===== src/rtl/morse_encoder_if.sv =====
// ---------------------------------------------------------------------------
// morse_encoder_if
// Character handshake between an upstream source and the Morse encoder.
//   char_valid : source has a character on char_data
//   char_data  : 8-bit ASCII code
//   char_ready : encoder can accept; transfer when char_valid && char_ready
// Modports:
//   master : upstream source (drives valid/data, observes ready)
//   slave  : encoder (observes valid/data, drives ready)
// ---------------------------------------------------------------------------
interface morse_encoder_if;
    logic       char_valid;
    logic [7:0] char_data;
    logic       char_ready;

    modport master (
        output char_valid,
        output char_data,
        input  char_ready
    );

    modport slave (
        input  char_valid,
        input  char_data,
        output char_ready
    );
endinterface


===== src/rtl/morse_encoder.sv =====
// ---------------------------------------------------------------------------
// morse_encoder
// Accepts one ASCII character at a time and keys it out with ITU Morse
// timing (dot = U, dash = 3U, element gap = U, letter gap = 3U, word gap
// completes to 7U). In parallel it pulses a 2-bit symbol stream that the
// Morse letter decoder consumes (01 dot, 10 dash, 11 letter end).
// Ports:
//   clk     : clock, rising edge
//   reset   : synchronous active-high reset
//   bus     : character handshake (slave side)
//   key     : keying output, 1 = tone on
//   symbol  : per-element pulse, 00 idle / 01 dot / 10 dash / 11 send
//   busy    : high whenever the encoder is not idle
//   err     : one-cycle pulse when an unsupported character is accepted
// Parameter:
//   UNIT_CYCLES : clock cycles per Morse time unit (>= 1)
// All outputs are registered; they are loaded from next-state values so a
// transfer at edge k shows key/symbol/busy in cycle k+1.
// ---------------------------------------------------------------------------
module morse_encoder #(
    parameter int UNIT_CYCLES = 4
) (
    input  logic                 clk,
    input  logic                 reset,
    morse_encoder_if.slave       bus,
    output logic                 key,
    output logic [1:0]           symbol,
    output logic                 busy,
    output logic                 err
);

    localparam int CW = $clog2(4 * UNIT_CYCLES + 1);
    typedef logic [CW-1:0] cnt_t;

    // Counter loads are duration-1; a state exits on the cycle the counter is 0.
    localparam cnt_t CNT_ZERO  = cnt_t'(0);
    localparam cnt_t CNT_ONE   = cnt_t'(1);
    localparam cnt_t DOT_LOAD  = cnt_t'(UNIT_CYCLES - 1);
    localparam cnt_t DASH_LOAD = cnt_t'(3 * UNIT_CYCLES - 1);
    localparam cnt_t LGAP_LOAD = cnt_t'(3 * UNIT_CYCLES - 1);
    localparam cnt_t WGAP_LOAD = cnt_t'(4 * UNIT_CYCLES - 1);

    localparam logic [1:0] SYM_IDLE = 2'b00;
    localparam logic [1:0] SYM_DOT  = 2'b01;
    localparam logic [1:0] SYM_DASH = 2'b10;
    localparam logic [1:0] SYM_SEND = 2'b11;

    typedef enum logic [2:0] {
        ST_IDLE = 3'd0,
        ST_MARK = 3'd1,
        ST_GAP  = 3'd2,
        ST_LGAP = 3'd3,
        ST_WGAP = 3'd4,
        ST_ERR  = 3'd5
    } state_t;

    // ITU alphabet lookup on an uppercase code: {len[2:0], pat[3:0]}.
    // len = 0 marks a non-letter. Elements go out from pat[len-1] to pat[0],
    // 1 = dash, 0 = dot.
    function automatic logic [6:0] morse_lut(input logic [7:0] c);
        logic [6:0] r;
        case (c)
            8'd65:   r = {3'd2, 4'b0001}; // A .-
            8'd66:   r = {3'd4, 4'b1000}; // B -...
            8'd67:   r = {3'd4, 4'b1010}; // C -.-.
            8'd68:   r = {3'd3, 4'b0100}; // D -..
            8'd69:   r = {3'd1, 4'b0000}; // E .
            8'd70:   r = {3'd4, 4'b0010}; // F ..-.
            8'd71:   r = {3'd3, 4'b0110}; // G --.
            8'd72:   r = {3'd4, 4'b0000}; // H ....
            8'd73:   r = {3'd2, 4'b0000}; // I ..
            8'd74:   r = {3'd4, 4'b0111}; // J .---
            8'd75:   r = {3'd3, 4'b0101}; // K -.-
            8'd76:   r = {3'd4, 4'b0100}; // L .-..
            8'd77:   r = {3'd2, 4'b0011}; // M --
            8'd78:   r = {3'd2, 4'b0010}; // N -.
            8'd79:   r = {3'd3, 4'b0111}; // O ---
            8'd80:   r = {3'd4, 4'b0110}; // P .--.
            8'd81:   r = {3'd4, 4'b1101}; // Q --.-
            8'd82:   r = {3'd3, 4'b0010}; // R .-.
            8'd83:   r = {3'd3, 4'b0000}; // S ...
            8'd84:   r = {3'd1, 4'b0001}; // T -
            8'd85:   r = {3'd3, 4'b0001}; // U ..-
            8'd86:   r = {3'd4, 4'b0001}; // V ...-
            8'd87:   r = {3'd3, 4'b0011}; // W .--
            8'd88:   r = {3'd4, 4'b1001}; // X -..-
            8'd89:   r = {3'd4, 4'b1011}; // Y -.--
            8'd90:   r = {3'd4, 4'b1100}; // Z --..
            default: r = {3'd0, 4'b0000};
        endcase
        return r;
    endfunction

    state_t     state_r;
    state_t     state_next_s;
    cnt_t       cnt_r;
    cnt_t       cnt_next_s;
    logic [1:0] idx_r;
    logic [1:0] idx_next_s;
    logic [1:0] idx_dec_s;
    logic [3:0] pat_r;
    logic [3:0] pat_next_s;
    logic [1:0] sym_next_s;

    logic       key_r;
    logic [1:0] symbol_r;
    logic       busy_r;
    logic       err_r;
    logic       char_ready_r;

    logic [7:0] upper_s;
    logic [6:0] lut_s;
    logic [2:0] lut_len_s;
    logic [3:0] lut_pat_s;
    logic [1:0] first_idx_s;
    logic       first_elem_s;
    logic       next_elem_s;
    logic       accept_s;

    // Fold lowercase onto uppercase and look the character up.
    always_comb begin
        if ((bus.char_data >= 8'd97) && (bus.char_data <= 8'd122)) begin
            upper_s = bus.char_data - 8'd32;
        end else begin
            upper_s = bus.char_data;
        end
        lut_s        = morse_lut(upper_s);
        lut_len_s    = lut_s[6:4];
        lut_pat_s    = lut_s[3:0];
        first_idx_s  = 2'(lut_len_s - 3'd1);
        first_elem_s = lut_pat_s[first_idx_s];
        idx_dec_s    = idx_r - 2'd1;
        next_elem_s  = pat_r[idx_dec_s];
        accept_s     = bus.char_valid && (state_r == ST_IDLE);
    end

    // Next-state, counter and symbol decode for the keying FSM.
    always_comb begin
        state_next_s = state_r;
        cnt_next_s   = cnt_r;
        idx_next_s   = idx_r;
        pat_next_s   = pat_r;
        sym_next_s   = SYM_IDLE;
        case (state_r)
            ST_IDLE: begin
                if (accept_s) begin
                    if (lut_len_s != 3'd0) begin
                        state_next_s = ST_MARK;
                        idx_next_s   = first_idx_s;
                        pat_next_s   = lut_pat_s;
                        cnt_next_s   = first_elem_s ? DASH_LOAD : DOT_LOAD;
                        sym_next_s   = first_elem_s ? SYM_DASH : SYM_DOT;
                    end else if (bus.char_data == 8'd32) begin
                        state_next_s = ST_WGAP;
                        cnt_next_s   = WGAP_LOAD;
                    end else begin
                        state_next_s = ST_ERR;
                        cnt_next_s   = CNT_ZERO;
                    end
                end else begin
                    state_next_s = ST_IDLE;
                end
            end
            ST_MARK: begin
                if (cnt_r == CNT_ZERO) begin
                    if (idx_r != 2'd0) begin
                        state_next_s = ST_GAP;
                        cnt_next_s   = DOT_LOAD;
                    end else begin
                        state_next_s = ST_LGAP;
                        cnt_next_s   = LGAP_LOAD;
                        sym_next_s   = SYM_SEND;
                    end
                end else begin
                    cnt_next_s = cnt_r - CNT_ONE;
                end
            end
            ST_GAP: begin
                if (cnt_r == CNT_ZERO) begin
                    state_next_s = ST_MARK;
                    idx_next_s   = idx_dec_s;
                    cnt_next_s   = next_elem_s ? DASH_LOAD : DOT_LOAD;
                    sym_next_s   = next_elem_s ? SYM_DASH : SYM_DOT;
                end else begin
                    cnt_next_s = cnt_r - CNT_ONE;
                end
            end
            ST_LGAP, ST_WGAP: begin
                if (cnt_r == CNT_ZERO) begin
                    state_next_s = ST_IDLE;
                    pat_next_s   = 4'b0000;
                    idx_next_s   = 2'd0;
                end else begin
                    cnt_next_s = cnt_r - CNT_ONE;
                end
            end
            ST_ERR: begin
                state_next_s = ST_IDLE;
                cnt_next_s   = CNT_ZERO;
            end
            default: begin
                state_next_s = ST_IDLE;
                cnt_next_s   = CNT_ZERO;
                idx_next_s   = 2'd0;
                pat_next_s   = 4'b0000;
            end
        endcase
    end

    // State, datapath and registered outputs; reset aborts any letter in flight.
    always_ff @(posedge clk) begin
        if (reset) begin
            state_r      <= ST_IDLE;
            cnt_r        <= CNT_ZERO;
            idx_r        <= 2'd0;
            pat_r        <= 4'b0000;
            key_r        <= 1'b0;
            symbol_r     <= SYM_IDLE;
            busy_r       <= 1'b0;
            err_r        <= 1'b0;
            char_ready_r <= 1'b1;
        end else begin
            state_r      <= state_next_s;
            cnt_r        <= cnt_next_s;
            idx_r        <= idx_next_s;
            pat_r        <= pat_next_s;
            key_r        <= (state_next_s == ST_MARK);
            symbol_r     <= sym_next_s;
            busy_r       <= (state_next_s != ST_IDLE);
            err_r        <= (state_next_s == ST_ERR);
            char_ready_r <= (state_next_s == ST_IDLE);
        end
    end

    assign key            = key_r;
    assign symbol         = symbol_r;
    assign busy           = busy_r;
    assign err            = err_r;
    assign bus.char_ready = char_ready_r;

endmodule

===== src/flat_wrapper.sv =====
// flat-port wrapper written by rule: the top's interface ports become plain ports
module morse_encoder_flat 
#(
    parameter int UNIT_CYCLES = 4
)
  (clk, reset, key, symbol, busy, err, bus_char_valid, bus_char_data, bus_char_ready);
  morse_encoder_if bus_i ();
  input  logic clk;
  input  logic reset;
  output logic key;
  output logic [1:0] symbol;
  output logic busy;
  output logic err;
  input wire logic [$bits(bus_i.char_valid)-1:0] bus_char_valid;
  input wire logic [$bits(bus_i.char_data)-1:0] bus_char_data;
  output wire logic [$bits(bus_i.char_ready)-1:0] bus_char_ready;
  assign bus_i.char_valid = bus_char_valid;
  assign bus_i.char_data = bus_char_data;
  assign bus_char_ready = bus_i.char_ready;
  morse_encoder #(.UNIT_CYCLES(UNIT_CYCLES)) u_core (.clk(clk), .reset(reset), .bus(bus_i), .key(key), .symbol(symbol), .busy(busy), .err(err));
endmodule

===== config.mk =====
export PLATFORM = sky130hd
export DESIGN_NAME = morse_encoder_flat
export DESIGN_NICKNAME = d
export VERILOG_FILES = /design/src/rtl/morse_encoder_if.sv /design/src/rtl/morse_encoder.sv /design/src/flat_wrapper.sv
export SDC_FILE = /design/constraint.sdc
export NUM_CORES = 1
export LEC_CHECK = 0
export CORE_UTILIZATION = 53
export DETAILED_ROUTE_END_ITERATION = 16
export GPL_ROUTABILITY_DRIVEN = 0
export PLACE_DENSITY = 0.8
export SLEW_MARGIN = 30
export SYNTH_ARGS = -nofsm -noshare
export SYNTH_HDL_FRONTEND = slang
export SYNTH_SLANG_ARGS = --single-unit
export TNS_END_PERCENT = 20

===== constraint.sdc =====
create_clock -name clk -period 7 [get_ports clk]
set_clock_uncertainty 0.05 [all_clocks]
set_input_delay 0.7 -clock clk [delete_from_list [all_inputs] [get_ports clk]]
set_output_delay 0.7 -clock clk [all_outputs]
set_load 0.05 [all_outputs]

# Yosys cells after proc, flatten, opt, wreduce, memory -nomap -nowiden

Memory sizes are Yosys's and may differ from the RTL's.
Index checks and enable logic that the tools add are counted.

Register bits: 20
ROM bits: 896
Bits of input ports: 11
Logic and storage cells: 88
Memories: 1

Memories:

| name            | words | bits a word | rd ports | clocked after memory_dff | write ports | line                | source |
|---|---|---|---|---|---|---|---|
| (no name shown) | 128   | 7           | 1        | 0                        | 0           | morse_encoder.sv:62 | `case (c)` |

Add/sub/neg operators: 4
Order comparisons: 4
Eq/ne operators: 13
Muxes and demuxes: 41
Bitwise logic cells: 2
Reduce and logical (&&, ||, !) cells: 14

Operator list:

| operator                                                                             | count |
|---|---|
| 4-bit 2-to-1 mux                                                                     | 7 |
| 5-bit 2-to-1 mux                                                                     | 5 |
| 2-bit 2-to-1 mux                                                                     | 11 |
| 5-bit one-hot mux with 4 select lines                                                | 1 |
| 3-bit 2-to-1 mux                                                                     | 5 |
| 3-bit one-hot mux with 4 select lines                                                | 1 |
| 4-bit one-hot mux with 3 select lines                                                | 1 |
| 3-bit equality test (second input constant)                                          | 3 |
| 8-bit by 6-bit equality test with 1-bit output (second input constant)               | 1 |
| 8-bit by 7-bit greater-or-equal comparator with 1-bit output (second input constant) | 1 |
| 8-bit by 7-bit less-or-equal comparator with 1-bit output (second input constant)    | 1 |
| 8-bit 2-to-1 mux                                                                     | 1 |
| 2-bit one-hot mux with 4 select lines                                                | 1 |
| 8-bit by 6-bit subtractor with 8-bit output (second input constant)                  | 1 |
| 7-bit 2-to-1 mux                                                                     | 1 |
| 3-bit by 1-bit equality test with 1-bit output (second input constant)               | 2 |
| 3-bit by 2-bit equality test with 1-bit output (second input constant)               | 2 |
| 3-bit logical NOT                                                                    | 2 |
| 2-bit by 3-bit < comparator with 1-bit output (second input constant)                | 2 |
| 2-bit by 1-bit inequality test with 1-bit output (second input constant)             | 3 |
| 2-bit one-hot mux with 3 select lines                                                | 1 |
| 3-bit nonzero test                                                                   | 2 |
| 5-bit logical NOT                                                                    | 1 |
| 5-bit AND reduction                                                                  | 1 |
| other kinds (12)                                                                     | 21 |

# Logic depth before layout (Yosys ltp)

An unclocked memory read counts as a cell.

Depth after elaboration: 12
Gate-level depth with buffers: 13
Gate-level depth less buffers: 12

# Worst setup path after synthesis

Ideal clock, no wire load.

Path type: input port to flip-flop
From: input bus_char_data[1]
To: register u_core.symbol_r[0] (netlist: u_core.symbol[0])
Arrival time: 2979 ps
Data required time: 6849 ps
Path slack: 3870 ps
Stages on the path: 12
Path through: buf_2 > inv_1 > ha_1 > or4_1 > clkinv_1 > nor2_2 > nand2_1 > ha_1 > nor3_1 > a211oi_2 > a2111o_1 > o41ai_1

Word-level cells in the longest chain between the ends: 12
Elaborated cells between the ends (all ways): 15
Those cells by class: 2 x add/sub; 2 x order compare; 8 x mux; 2 x reduce/logical; 1 x memory

Ends and longest elaborated chain:

| item                                                                                                                                             | line                 | source |
|---|---|---|
| start: declaration                                                                                                                               | flat_wrapper.sv:15   | `input wire logic [$bits(bus_i.char_data)-1:0] bus_char_data;` |
| 8-bit by 7-bit greater-or-equal comparator with 1-bit output / 8-bit by 7-bit less-or-equal comparator with 1-bit output (equally long branches) | morse_encoder.sv:122 | `if ((bus.char_data >= 8'd97) && (bus.char_data <= 8'd122)) begin` |
| 1-bit logical AND                                                                                                                                | morse_encoder.sv:122 |  |
| 8-bit 2-to-1 mux *                                                                                                                               | morse_encoder.sv:122 |  |
| memory read 128 x 7 bit                                                                                                                          | n/a                  |  |
| 7-bit 2-to-1 mux *                                                                                                                               | morse_encoder.sv:62  |  |
| 2-bit by 1-bit subtractor with 2-bit output                                                                                                      | morse_encoder.sv:130 | `first_idx_s = 2'(lut_len_s - 3'd1);` |
| 1-bit binary-select mux with 2-bit select                                                                                                        | morse_encoder.sv:131 | `first_elem_s = lut_pat_s[first_idx_s];` |
| 1-bit 2-to-1 mux (implied by the code)                                                                                                           | morse_encoder.sv:131 |  |
| 2-bit 2-to-1 mux                                                                                                                                 | morse_encoder.sv:152 | `sym_next_s = first_elem_s ? SYM_DASH : SYM_DOT;` |
| 2-bit 2-to-1 mux *                                                                                                                               | morse_encoder.sv:147 | `if (lut_len_s != 3'd0) begin` |
| 2-bit 2-to-1 mux *                                                                                                                               | morse_encoder.sv:146 | `if (accept_s) begin` |
| 2-bit one-hot mux with 3 select lines *                                                                                                          | morse_encoder.sv:144 | `case (state_r)` |
| end signal: assignment                                                                                                                           | morse_encoder.sv:228 | `symbol_r <= sym_next_s;` |
| end: declaration                                                                                                                                 | morse_encoder.sv:106 | `logic [1:0] symbol_r;` |

Every way passes the cells marked *; elsewhere a longest branch is shown, timed or not. The select of a mux whose other input is x is not followed.
A chain may end at the register's enable or synchronous reset.

# Worst setup path after layout

Same ends and word-level chain as after synthesis.

==> out/results.ini <==
[global_route]
grt_first_pass_wirelength_um=6580
grt_max_degree=21
overflow=0
grt_usage=0.243
antenna_found_initial=0
grt_pass1_vias=1500

[synth]
synthTopCellsByCount=23 x nand2_1, 20 x dfxtp_1, 20 x nor2_1
async_flop_share=0
yosysTopAreaCellShare=0.227
ys_warn_count=0
synth_area_um2=1770
synth_area_per_cell_um2=8.06
synth_area_leaders=dfxtp_1 23%, ha_1 8.5%, nand2_1 4.9%
synth_cells=219
synth_nets=242
ys_ff_latch=20
synth_area_leader_cell=dfxtp_1
synth_ff_type=dfxtp_1
synth_cell_types=69
synth-edff-count=0
synth_most_common_cell=nand2_1
synth.yosys.seq_area_share=0.227

[routing]
via_per_inst=6.16
wl_per_cell_um=14.5
drtIter0Drc=142
wirelength_um=3910
ant_nets=0
drt_pre_antenna_iters=4
vias=1656
drc=0

[final_layout]
n_fill_cell=298
fin_nets=249
layout-drive-gt1-share=0.111
antenna_cells=0
area_growth_syn_to_layout_pct=11.4
fin_cells=269

[outcome]
outcome=finished clean

[timing]
tightest_slew_ns=0.693
hold_viol=0
rsz0062_at_grt=no
setup_viol=0
timing.hold.ws_ns=0.419
max_freq_mhz=263
final.setup.tns_ns=0
layout_min_cycle_time_ns=3.81
post-route-period-util=0.544
max-slew-margin-rel=0.537
drv_slew=0

[floorplan]
die_w_um=59.7
start_util=0.569
ios=17
die_y_um=59.7
core-area_um2=3100
rows=20
die_area_um2=3570

[clock_network]
htreeDepth=1
root_buffer=clkbuf_4
cts_tree=yes
cts-resized-gates=0
numCtsBuffers=3
clk_path_buf_depth=2
clk_pin_slew_worst_paths_ns=0.12
insertion_delay_ns=0.31
clock_sinks=20
postCtsSetupBuffers=0
cts_hold_buffers=0

[place]
dpl.hpwl_um=2920
io_buffers=16
dp_cells=265

[hold_path]
hold_class=reg2reg

[worst_setup_path]
crit_type=in2reg
worstSetupStartpointType=input port
required_ns=7.17
crit_fanout=15
crit_path_end_kind=register
crit_arrival_ns=3.98

[flow_run]
max_cap_violations=0

[pwr]
finalPower_mw=0.689
power_density_nw_per_um2=350
worst_ir_drop_vdd_uv=139
p_leak_nw=0.722

-- kinds of logic after synthesis --
family          Yosys count  share of synthesized area
compound gates           60                      0.276
xor+xnor                  3                     0.0149
fa+ha+maj                13                     0.0907
buf+inv                  27                     0.0652
flops                    20                      0.227
mux                       9                     0.0694
simple gates             87                      0.257
-- layout make-up --
type | count | area (um2) | area share
repair buffers | 16 | 160 | 0.0814
inverters | 13 | 48.8 | 0.0248
clock inverters | 1 | 30.0 | 0.0153
clock buffers | 3 | 22.5 | 0.0115
multi-input cells | 172 | 1250 | 0.635
well taps | 44 | 55.1 | 0.0280
flip-flops and latches | 20 | 400 | 0.204
-- sequential cells by signal, summed over array words and instances (netlist names) --
| signal | count |
|---|---|
| u_core.bus.char_ready | 1 |
| u_core.symbol | 2 |
| u_core.key | 1 |
| u_core.err | 1 |
| u_core.cnt_r | 5 |
| u_core.idx_r | 2 |
| u_core.busy | 1 |
| u_core.state_r | 3 |
| u_core.pat_r | 4 |
-- metrics by stage --
step / area, um2 / util / setup WS (ns)
6_report: 1970 / 0.634 / 3.19
5_1_grt: 1970 / 0.634 / 2.98
4_1_cts: 1970 / 0.634 / 3.25
3_5_place_dp: 1910 / 0.617 / 2.92
3_3_place_gp: 1910 / 0.617 / 3.04
2_1_floorplan: 1770 / - / 3.87
-- worst max-delay path: stages --
cell and delay [ns]:
clkdlybuf4s50_1 0.79, ha_1 0.31, nor2b_1 0.07, o2111ai_1 0.17, nand4b_1 0.23, nor2_2 0.36, nand2_1 0.17, ha_1 0.38
nor3_1 0.25, a211oi_2 0.08, a2111o_1 0.41, o41ai_1 0.06
-- metal layers --
layer  vias up  track usage  wire length, um
met5         -            0                0
met4         0        0.110              116
met3        11       0.0325              157
met2        40        0.402             1890
met1       787        0.313             1750
li1        818            -                -
-- final timing paths --
kind,to,depth (start not counted),startpoint,slack [ns]
min,u_core.pat_r[2],2,u_core.pat_r[2],0.42
max,u_core.symbol[0],12,bus_char_data[1],3.19
min reg2reg,u_core.pat_r[2],2,u_core.pat_r[2],0.42
max reg2reg,u_core.cnt_r[2],8,u_core.cnt_r[0],4.59
-- power breakdown --
| part | leakage, nW | switching, mW | internal, mW |
|---|---|---|---|
| clock | 0.0279 | 0.0380 | 0.0579 |
| sequential | 0.163 | 0.0433 | 0.146 |
| combinational | 0.531 | 0.246 | 0.158 |
-- cells in the final DEF, fill, tap and decap left out, types with 4 or more instances in the layout --
cell,n
nand2_1,23
nor2_1,20
dfxtp_1,20
clkdlybuf4s50_1,16
inv_1,12
ha_1,12
o21ai_0,10
a21oi_1,7
nor2b_1,6
nor3_1,5
nand3_1,4
mux2i_1,4
nand2b_1,4
a32oi_1,4
a31oi_1,4
No activity file was read; power rests on OpenSTA's default activity.
